## src/rtl/controller_seq.sv

```systemverilog
// controller_seq: multi-cycle sequencing controller for the teaching CPU datapath.
// A registered IDLE/FETCH/EXEC/HALT machine drives the PC, RAM, IR, register-file, ALU
// and I/O strobes from the opcode held in ir. RAM accesses wait on mem_ready, with a
// timeout that sets a sticky err flag and parks the machine in HALT.
//
// Ports:
//   clk, rst_n            clock (rising edge), asynchronous active-low reset
//   start                 leave IDLE/HALT (also clears err when leaving HALT)
//   step_mode             return to IDLE after each retired instruction
//   ir, gf, mem_ready     instruction, ALU greater flag, RAM access completion
//   ld_pc, in_pc, s       PC load/increment, RAM address select (00 PC, 01 SR, 10 DR)
//   ram_re, ram_we        RAM read/write requests, held until mem_ready
//   ld_ir, reg_we, au_en, g_en, in_en, out_en, s0   datapath strobes
//   ac, DR, SR            opcode and register fields decoded from ir
//   sm, busy, halted      EXEC flag, FETCH/EXEC flag, HALT flag
//   err, instr_cnt        sticky timeout flag, wrapping retired-instruction count
module controller_seq #(
    parameter int unsigned IR_W     = 8,   // needs IR_W >= 4 + 2*RA_W
    parameter int unsigned RA_W     = 2,
    parameter int unsigned WAIT_MAX = 15,
    parameter int unsigned CNT_W    = 16
) (
    input  logic             clk,
    input  logic             rst_n,
    input  logic             start,
    input  logic             step_mode,
    input  logic [IR_W-1:0]  ir,
    input  logic             gf,
    input  logic             mem_ready,
    output logic             ld_pc,
    output logic             in_pc,
    output logic [1:0]       s,
    output logic             ram_re,
    output logic             ram_we,
    output logic             ld_ir,
    output logic             reg_we,
    output logic             au_en,
    output logic             g_en,
    output logic             in_en,
    output logic             out_en,
    output logic             s0,
    output logic [3:0]       ac,
    output logic [RA_W-1:0]  DR,
    output logic [RA_W-1:0]  SR,
    output logic             sm,
    output logic             busy,
    output logic             halted,
    output logic             err,
    output logic [CNT_W-1:0] instr_cnt
);

    typedef enum logic [1:0] {StIdle, StFetch, StExec, StHalt} state_e;

    localparam logic [3:0] OpMova = 4'd0;
    localparam logic [3:0] OpMovb = 4'd1;
    localparam logic [3:0] OpMovc = 4'd2;
    localparam logic [3:0] OpMovd = 4'd3;
    localparam logic [3:0] OpAdd  = 4'd4;
    localparam logic [3:0] OpSub  = 4'd5;
    localparam logic [3:0] OpJmp  = 4'd6;
    localparam logic [3:0] OpJg   = 4'd7;
    localparam logic [3:0] OpIn   = 4'd8;
    localparam logic [3:0] OpOut  = 4'd9;
    localparam logic [3:0] OpMovi = 4'd10;
    localparam logic [3:0] OpHalt = 4'd15;

    // Counter only has to reach WAIT_MAX-1: the wait cycle seen at that value is the last.
    localparam int unsigned WcW = (WAIT_MAX < 2) ? 1 : $clog2(WAIT_MAX);
    localparam logic [WcW-1:0] WaitLast = WcW'(WAIT_MAX - 1);

    state_e           state_q, state_d;
    logic [WcW-1:0]   wait_q, wait_d;
    logic             err_q, err_d;
    logic [CNT_W-1:0] cnt_q, cnt_d;

    logic [3:0] opcode;
    logic       pending;
    logic       mem_op;

    assign opcode    = ir[IR_W-1 -: 4];
    assign ac        = opcode;
    assign DR        = ir[2*RA_W-1:RA_W];
    assign SR        = ir[RA_W-1:0];
    assign err       = err_q;
    assign instr_cnt = cnt_q;

    always_ff @(posedge clk or negedge rst_n) begin
        if (!rst_n) begin
            state_q <= StIdle;
            wait_q  <= '0;
            err_q   <= 1'b0;
            cnt_q   <= '0;
        end else begin
            state_q <= state_d;
            wait_q  <= wait_d;
            err_q   <= err_d;
            cnt_q   <= cnt_d;
        end
    end

    always_comb begin
        state_d = state_q;
        wait_d  = '0;
        err_d   = err_q;
        cnt_d   = cnt_q;
        pending = 1'b0;
        mem_op  = 1'b0;
        ld_pc   = 1'b0;
        in_pc   = 1'b0;
        s       = 2'b00;
        ram_re  = 1'b0;
        ram_we  = 1'b0;
        ld_ir   = 1'b0;
        reg_we  = 1'b0;
        au_en   = 1'b0;
        g_en    = 1'b0;
        in_en   = 1'b0;
        out_en  = 1'b0;
        s0      = 1'b0;
        sm      = 1'b0;
        busy    = 1'b0;
        halted  = 1'b0;

        unique case (state_q)
            StIdle: begin
                if (start) state_d = StFetch;
            end

            StFetch: begin
                busy    = 1'b1;
                ram_re  = 1'b1;
                pending = 1'b1;
                if (mem_ready) begin
                    ld_ir   = 1'b1;
                    in_pc   = 1'b1;
                    state_d = StExec;
                end
            end

            StExec: begin
                busy = 1'b1;
                sm   = 1'b1;
                case (opcode)
                    OpMova: begin s0 = 1'b1; reg_we = 1'b1; au_en = 1'b1; end
                    OpMovd: reg_we = 1'b1;
                    OpAdd:  begin s0 = 1'b1; reg_we = 1'b1; au_en = 1'b1; end
                    OpSub:  begin s0 = 1'b1; reg_we = 1'b1; au_en = 1'b1; g_en = 1'b1; end
                    OpIn:   begin s0 = 1'b1; reg_we = 1'b1; in_en = 1'b1; end
                    OpOut:  begin au_en = 1'b1; out_en = 1'b1; end
                    OpJmp:  ld_pc = 1'b1;
                    OpJg:   ld_pc = gf;
                    OpMovb: begin
                        mem_op = 1'b1;
                        s      = 2'b10;
                        ram_we = 1'b1;
                        au_en  = 1'b1;
                    end
                    OpMovc: begin
                        mem_op = 1'b1;
                        s      = 2'b01;
                        ram_re = 1'b1;
                        s0     = 1'b1;
                        reg_we = mem_ready;
                    end
                    OpMovi: begin
                        mem_op = 1'b1;
                        s      = 2'b00;
                        ram_re = 1'b1;
                        s0     = 1'b1;
                        reg_we = mem_ready;
                        in_pc  = mem_ready;
                    end
                    default: ;  // NOP and HALT drive no strobes
                endcase
                pending = mem_op;

                if (!mem_op || mem_ready) begin
                    cnt_d = cnt_q + 1'b1;
                    if (opcode == OpHalt)  state_d = StHalt;
                    else if (step_mode)    state_d = StIdle;
                    else                   state_d = StFetch;
                end
            end

            StHalt: begin
                halted = 1'b1;
                if (start) begin
                    err_d   = 1'b0;
                    state_d = StFetch;
                end
            end

            default: state_d = StIdle;
        endcase

        // Wait-state tracking; wait_d defaults to zero so any state change or ready clears it.
        if (pending && !mem_ready) begin
            if (wait_q == WaitLast) begin
                err_d   = 1'b1;
                state_d = StHalt;
            end else begin
                wait_d = wait_q + 1'b1;
            end
        end
    end

endmodule

```

## config.mk

```make
export PLATFORM = sky130hd
export DESIGN_NAME = controller_seq
export DESIGN_NICKNAME = d
export VERILOG_FILES = /design/src/rtl/controller_seq.sv
export SDC_FILE = /design/constraint.sdc
export NUM_CORES = 1
export LEC_CHECK = 0
export ABC_CLOCK_PERIOD_IN_PS = 4500
export BUFFER_PORTS_ARGS = -buffer_cell sky130_fd_sc_hd__buf_2
export CAP_MARGIN = 20
export CORE_AREA = 10 10 75 58
export CTS_CLUSTER_DIAMETER = 40
export DETAILED_ROUTE_END_ITERATION = 10
export DIE_AREA = 0 0 85 68
export PLACE_DENSITY = 0.83
export SYNTH_ARGS = -nofsm -noshare
export SYNTH_HDL_FRONTEND = slang
export SYNTH_SLANG_ARGS = --single-unit
```

## constraint.sdc

```tcl
create_clock -name clk -period 4.5 [get_ports clk]
set_input_delay 0.9 -clock clk [delete_from_list [all_inputs] [get_ports clk]]
set_output_delay 0.9 -clock clk [all_outputs]
set_load 0.02 [all_outputs]
```

==> results.txt, run 1 <==
- Number of levels the H-tree was split into: 1
- Setup repair after global routing missed its margin: no
- Number of clock sinks: 23
* Final net count: around 220
* Type of origin of the critical path: flip-flop
* CP Data Arrival Time: 1.89 ns
- Tot GR Track Use: between 10% and 20%
* Post-DRT Antenna Nets: 0
- Worst reg2reg path depth: 6
- The final critical path takes up between 60% and 70% of the cycle.
- The synthesized netlist devotes between 20% and 30% of its cell area to simple gates.
* Leak Pwr: 0.869 nW
- Remaining design rule violation count: 0
* Clock latency on the worst-skew pair: between 0.2 and 0.3 ns
- In this run the horizontal extent of the chip is roughly 85 microns.
* Total length of routed wires: around 3300 microns
* Setup slack after layout: ~1.7 ns
- The repair_antennas step left the layout with diodes totalling 0.
- The initialized floorplan defines 17 standard-cell rows.
* Cells resized by post-CTS repair: 0
* Global-route wire length before repair: about 5600 microns
- Setup violations remaining at the end of the flow were counted as 0.
- Compound-Gate Fraction of Synth Area: between 10% and 20%
- Once layout is complete, the utilization of the core stands at between 50% and 60%.
- Counting along the longest clock path gives a buffer depth of 2.
- Sequential cell area fraction in the yosys report: a little under 40%
* Area share of the largest cell type after synthesis: just under 40%
* Total Die Area: around 5800 sq um
- The count of pins over their slew limit is 0.
* Global route total overflow: 0
* Fraction of layout instances using a drive strength above 1: between 20% and 30%
* XOR/XNOR share of the synthesized area: ~9.9%
- In the synthesized netlist, the number of instances is between 150 and 200.
- Multi-input gate area in the final layout: between 700 and 800 sq um
* Number of antenna violations at the first check in global routing: 0
* Adder-cell area share of the yosys netlist: 5.85%
- Floorplan core area: 3000 sq um
- Min Tclk post-route: between 2 and 3 ns
- Clock tree synthesis inserted a total of 3 buffers.
- Critical path data required time: approximately 3.6 ns
* Count of distinct cell types in the synthesized netlist: 43
- Number of warnings issued by yosys: 0
* Run status: finished, final reports clean
- Summed over all failing endpoints, the final setup total negative slack is 0 ns.
* Maximum vdd drop: ~0.26 mV
* Number of post-CTS setup repair buffers: 0
- Hold violation total from the final report: 0
* Category of the most critical setup path: reg2out
- In this run, the number of DRC markers left after iteration 0 of detailed routing was 89.
- Number of optimization iterations in the first detailed-route pass: 4
- The path class of the tightest hold or removal check is reg2reg.
* Clock root cell: clkbuf_8
* CTS tree: done
- Initial cell density of the core: between 40% and 50%
* Number of stages on the worst hold path: 1
- Compared with the post-synthesis result, the final layout area differs by 13.4%.
* Crit path capture type: primary output
- Measured along the y axis, the die boundary spans between 60 and 70 microns.
- Using the TritonRoute via totals, the vias-per-cell ratio works out to 5.24.
- The number of hold buffers added after CTS was 0.
* Port bufs: 46
* Pin count of the biggest net entering global routing: 24
- Vias in the first global route: approximately 1200
- The cell area that synthesis handed to floorplanning was between 1000 and 1500 sq um.
* Total number of vias: approximately 1200
- Mux contribution to synthesized area: 0%
- Critical-path maximum fanout: 10
- Largest family of logic cells by synthesized area: simple AND/OR/NAND/NOR gates
- For this run, the top clock speed supported by timing is around 0.36 GHz.
- Detailed placer's ending HPWL: between 2000 and 3000 microns
- Relative slew slack: ~67%
* Place WS: about 1.8 ns
- 55 I/O pins were placed.
- Worst Clk Skew: 0.00548 ns
* Mapped Nets: 180
- After filler insertion, the fill cell instance count of the layout stands at 284.
- Routability-driven placement finished with a final weighted congestion of around 0.79.
- The biggest area contributor in the post-synthesis netlist is dfrtp_1.
* Power Density: approximately 400 nW/um^2
* Area contributors post-synth: dfrtp_1, ha_1, xnor2_1, buf_4, xor2_1
- Synthesis inferred 23 register bits.
- Dividing the detail-routed wire length by the instance count gives 14.3 microns.
- After clock tree synthesis, the clock-pin slew on the worst setup and hold paths is 0.08 ns.
- Area taken by flip-flops and latches: 576 sq um
- At the pin with the least slew margin, the transition time is between 0.4 and 0.5 ns.
- Post-Syn Area per Cell: between 9 and 10 sq um
- The tool flagged a number of max-cap violations equal to 0.
==> cell usage in the layout (no fill, tap or decap), types with 2 or more instances in the layout <==
| cell type | instances |
|---|---|
| nand3_1 | 5 |
| xnor2_1 | 10 |
| o21a_1 | 2 |
| buf_2 | 46 |
| ha_1 | 7 |
| dfrtp_1 | 23 |
| a21oi_1 | 2 |
| xor2_1 | 7 |
| o21ai_0 | 3 |
| nand2_1 | 14 |
| nand2b_1 | 2 |
| nand4_1 | 8 |
| o211ai_1 | 2 |
| nor3_1 | 11 |
| nor2_1 | 15 |
| and3_1 | 3 |
| clkbuf_8 | 3 |
| or4_1 | 2 |
| inv_1 | 7 |
==> kinds of logic after synthesis <==
family	count (synthesis)
xor gates and xnor gates	17
AOI/OAI and AO/OA	21
buffers and inverters	21
and+or+nand+nor	70
DFF	23
adders and majority gates	7
==> layer usage <==
layer / share of wire [%] / vias to the layer above / wire (microns) / track usage [%]
met4: 0.48 / 0 / 16 / 2.05
met1: 47 / 572 / 1550 / 14.4
met2: 49 / 28 / 1640 / 19.7
met3: 3.6 / 4 / 121 / 2.61
li1: - / 616 / - / -
met5: 0 / - / 0 / 0
==> registers in the layout (all words and copies together) (netlist names) <==
signal and cells:
wait_q 4, instr_cnt 16, state_q 2, err 1
==> power breakdown <==
part           leakage [nW]  total [mW]  switching (mW)  internal, mW
Sequential            0.313       0.277          0.0419         0.235
Combinational         0.533       0.285           0.179         0.106
Clock                0.0228       0.125          0.0618        0.0632
==> cell type report <==
type	instances	share of cell area (%)
Multi-Input combinational cell	115	45.5
Inverter	7	1.55
Sequential cell	23	33.9
Tap cell	38	2.80
Clock buffer	4	2.65
Timing Repair Buffer	46	13.6
==> final timing paths <==
kind	from	slack [ns]	end
setup / recovery	state_q[0]$_DFF_PN0_	1.71	in_en
max in group asynchronous	rst_n	3.57	instr_cnt[4]$_DFFE_PN0P_
min in group asynchronous	rst_n	0.59	instr_cnt[12]$_DFFE_PN0P_
setup reg to reg	state_q[0]$_DFF_PN0_	2.40	instr_cnt[9]$_DFFE_PN0P_
hold reg to reg	instr_cnt[15]$_DFFE_PN0P_	0.46	instr_cnt[15]$_DFFE_PN0P_
hold / removal	instr_cnt[15]$_DFFE_PN0P_	0.46	instr_cnt[15]$_DFFE_PN0P_
==> metrics by stage <==
step	power, mW	instances	area [sq um]	hold slack [ns]
5_1_grt	0.739	233	1700	0.489
6_report	0.687	233	1700	0.462
2_1_floorplan	0.493	159	1500	0.455
3_5_place_dp	0.567	229	1650	0.453
3_3_place_gp	0.561	229	1650	0.451
4_1_cts	0.692	233	1700	0.467
==> worst max-delay path: stages, from the launching register on <==
cell	delay, ns
dfrtp_1	0.45
inv_1	0.10
ha_1	0.38
inv_1	0.19
nor2_1	0.12
nand2_1	0.07
nor3_1	0.13
buf_2	0.19
==> synth_stat cells (all sizes together) <==
master,number
a211o,1
a21boi,1
a21oi,2
a2bb2oi,1
a31o,1
a31oi,2
and2,1
and3,3
and3b,1
and4,1
buf,12
clkbuf,2
dfrtp,23
ha,7
inv,7
nand2,14
nand2b,3
nand3,5
nand4,8
nor2,15
nor2b,1
nor3,11
nor3b,1
nor4,1
o2111a,1
o211ai,2
o21a,2
o21ai,4
o221ai,1
o22a,1
o311ai,1
o31ai,1
or2b,1
or3,1
or3b,1
or4,2
xnor2,10
xor2,7
No activity file was read; power rests on OpenSTA's default activity.
==> run 2: changes to the inputs <==
==> config.mk (replaced) <==
export PLATFORM = sky130hd
export DESIGN_NAME = controller_seq
export DESIGN_NICKNAME = d
export VERILOG_FILES = /design/src/rtl/controller_seq.sv
export SDC_FILE = /design/constraint.sdc
export NUM_CORES = 1
export LEC_CHECK = 0
export ABC_CLOCK_PERIOD_IN_PS = 2400
export BUFFER_PORTS_ARGS = -buffer_cell sky130_fd_sc_hd__buf_2
export CAP_MARGIN = 20
export CORE_AREA = 10 10 81 62
export CTS_CLUSTER_DIAMETER = 40
export DETAILED_ROUTE_END_ITERATION = 10
export DIE_AREA = 0 0 91 72
export PLACE_DENSITY = 0.75
export SYNTH_ARGS = -nofsm -noshare
export SYNTH_HDL_FRONTEND = slang
export SYNTH_SLANG_ARGS = --single-unit
==> constraint.sdc (replaced) <==
create_clock -name clk -period 2.4 [get_ports clk]
set_input_delay 0.48 -clock clk [delete_from_list [all_inputs] [get_ports clk]]
set_output_delay 0.48 -clock clk [all_outputs]
set_load 0.02 [all_outputs]
==> results.txt, run 2 (synthesis gave the netlist of run 1 again) <==
- Run status: finished, final reports clean (unchanged).
- The vias per cell was 5.08 (was 5.24).
- Leak Pwr: 0.867 nW (was 0.869 nW)
- Clock root cell: clkbuf_8 (unchanged)
* Most used cells in the layout excluding fill and tap cells: buf_2, dfrtp_1, nor2_1, nand2_1, nor3_1 (unchanged)
* Number of antenna violations at the first check in global routing: 0 (unchanged)
- Max-cap violation count: 0 (unchanged)
- Subtracting the final worst setup slack from the clock period gives between 2 and 2.5 ns.
- The flop-to-flop setup slack is 0.45 ns (was 2.40 ns).
* Maximum vdd drop: 0.325 mV (was 0.261 mV)
- Worst Clk Skew: 0.00123 ns (was 0.00548 ns)
* Post-DRT Antenna Nets: 0 (unchanged)
- The maximum number of pins on one net before global-route repair is 24 (unchanged).
- The final setup TNS was 0 ns (unchanged).
- The nature of the critical path endpoint is a primary output (unchanged).
* FMAX: roughly 0.46 GHz
* Port bufs: 46 (unchanged)
- The via count of the first global-routing pass came to 1170 (unchanged).
- Weighted congestion at the end of routability-driven global placement: 0.828 (was 0.788)
- The classification of the worst-slack hold path is in2async (was reg2reg).
- Max Slew Vio Count: 0 (unchanged)
* Hold violation total from the final report: 0 (unchanged)
- Slew at the pin closest to its max-slew limit: 0.508 ns (was 0.491 ns)
- The iteration-0 DRC count of the detailed router came to 29 (was 89).
* Final Non-Filler Cells: 245 (was 233)
- Tot GR Track Use: 10.0% (was 11.4%)
- The total die area is 6550 sq um (was 5780 sq um).
- Global-route wire length before repair: 5610 microns (was 5590 microns)
- The flip-flop count of the largest register, all copies and words added is 16 (unchanged).
* Setup repair after global routing missed its margin: no (unchanged)
* Global route total overflow: 0 (unchanged)
* Total length of routed wires: 3330 microns (was 3340 microns)
* Max Root-Sink Buffers: 2 (unchanged)
- The via total after detailed routing was 1245 (was 1220).
- The mean routed wirelength per cell was 13.6 microns (was 14.3 microns).
* Peak per-stage delay on the critical path: 0.43 ns (was 0.45 ns)
- Remaining design rule violation count: 0 (unchanged)
* Clock slew at reported path FFs: 0.07 ns (was 0.08 ns)
* Fraction of layout instances using a drive strength above 1: 29.2% (was 28.7%)
- Power Density: 751 nW/um^2 (was 405 nW/um^2)
- The I/O pin count was 55 (unchanged).
* Initial cell density of the core: 43.1% (was 49.9%)
- The total placed cells including tap cells is 241 (was 229).
- The launching point of the worst reg2reg path is state_q[0]$_DFF_PN0_ (unchanged).
- The cell at the slowest stage of the critical path is dfrtp_1 (unchanged).
- The die span in y was 72 microns (was 68 microns).
- The number of iterations in the first detailed-routing pass was 4 (unchanged).
* Cells resized by post-CTS repair: 0 (unchanged)
* Number of post-CTS setup repair buffers: 0 (unchanged)
- Final net count: 217 (unchanged)
- The CTS tree is done (unchanged).
- TritonCTS Buffers: 3 (unchanged)
- The required time of the critical path came to 1.92 ns (was 3.60 ns).
* Endpoints failing setup: 0 (unchanged)
- Ant diodes: 0 (unchanged)
* Number of placement rows: 18 (was 17)
- Chain of cells forming the critical path: inv_1, ha_2, inv_1, nor2_1, nand2_1, nor3_1, buf_2 (was inv_1, ha_1, inv_1, nor2_1, nand2_1, nor3_1, buf_2).
- Clock latency on the worst-skew pair: 0.25 ns (was 0.26 ns)
* Capture instance of the worst register-to-register path: instr_cnt[9]$_DFFE_PN0P_ (unchanged)
* Core Util, Final: 49.4% (was 56.6%)
- Worst reg2reg path depth: 6 (unchanged)
* Number of levels the H-tree was split into: 1 (unchanged)
- Number of clock sinks: 23 (unchanged)
- CP Data Arrival Time: 1.69 ns (was 1.89 ns)
- The worst slew margin relative to its limit was 65.8% (was 67.3%).
- The die boundary width is 91 microns (was 85 microns).
- Area delta synth->final: 14.5% (was 13.4%)
- Most common library cell in the layout ignoring fill and taps: buf_2 (unchanged)
- Floorplan core area: 3470 sq um (was 3000 sq um)
- The final critical path takes up about nine tenths of the cycle.
- Detailed placer's ending HPWL: 2700 microns (was 2680 microns)
- The dominant cell type by count on the critical path was inv_1 (unchanged).
- The count of hold-fix buffers inserted at cts is 0 (unchanged).
- Type of origin of the critical path: flip-flop (unchanged)
- Critical-path maximum fanout: 10 (unchanged)
- The kind of critical path was reg2out (unchanged).
## run 2: layout make-up
| class | count | area [sq um] |
|---|---|---|
| Clock buffer | 4 | 45.0 |
| Fill cell | 359 | 1750 |
| Inverter | 7 | 26.3 |
| Multi-Input combinational cell | 115 | 774 |
| Sequential cell | 23 | 576 |
| Tap cell | 50 | 62.6 |
| Timing Repair Buffer | 46 | 230 |
## run 2: metrics by stage
step	hold WS [ns]	total power, mW	worst slack [ns]	area, sq um
final	0.178	1.29	0.227	1710
after global routing	0.223	1.39	0.0558	1710
after CTS	0.195	1.30	0.0850	1710
after detailed placement	0.456	1.07	0.346	1670
after global placement	0.457	1.06	0.420	1670
after floorplan	0.184	0.925	0.299	1500
## run 2: worst max path at each step
| stage | start | to | slack (ns) | depth (start not counted) |
|---|---|---|---|---|
| after floorplan | state_q[0]$_DFF_PN0_ | in_en | 0.30 | 7 |
| after global placement | state_q[0]$_DFF_PN0_ | instr_cnt[9]$_DFFE_PN0P_ | 0.42 | 6 |
| after detailed placement | state_q[0]$_DFF_PN0_ | instr_cnt[9]$_DFFE_PN0P_ | 0.35 | 6 |
| after CTS | state_q[0]$_DFF_PN0_ | in_en | 0.09 | 7 |
| after global routing | state_q[0]$_DFF_PN0_ | in_en | 0.06 | 7 |
| final | state_q[0]$_DFF_PN0_ | in_en | 0.23 | 7 |
## run 2: routing by layer
layer	GRT usage (%)	up-vias	wire [microns]	part of all wire, %
met5	0	-	0	0
met4	1.91	0	23	0.69
met3	3.08	2	132	4.0
met2	17.2	17	1640	49
met1	12.2	603	1530	46
li1	-	623	-	-
## run 2: power by group
group | switching [mW] | internal, mW | leakage, nW
Sequential | 0.0793 | 0.441 | 0.313
Clock | 0.108 | 0.118 | 0.0228
Combinational | 0.337 | 0.204 | 0.531
Total | 0.525 | 0.762 | 0.867
## run 2: worst max-delay path: cells and delay by family, from the launching register on
| family | cells | cell delay [ns] |
|---|---|---|
| buffers and inverters | 3 | 0.42 |
| DFF | 1 | 0.43 |
| and+or+nand+nor | 3 | 0.29 |
| adders and majority gates | 1 | 0.29 |
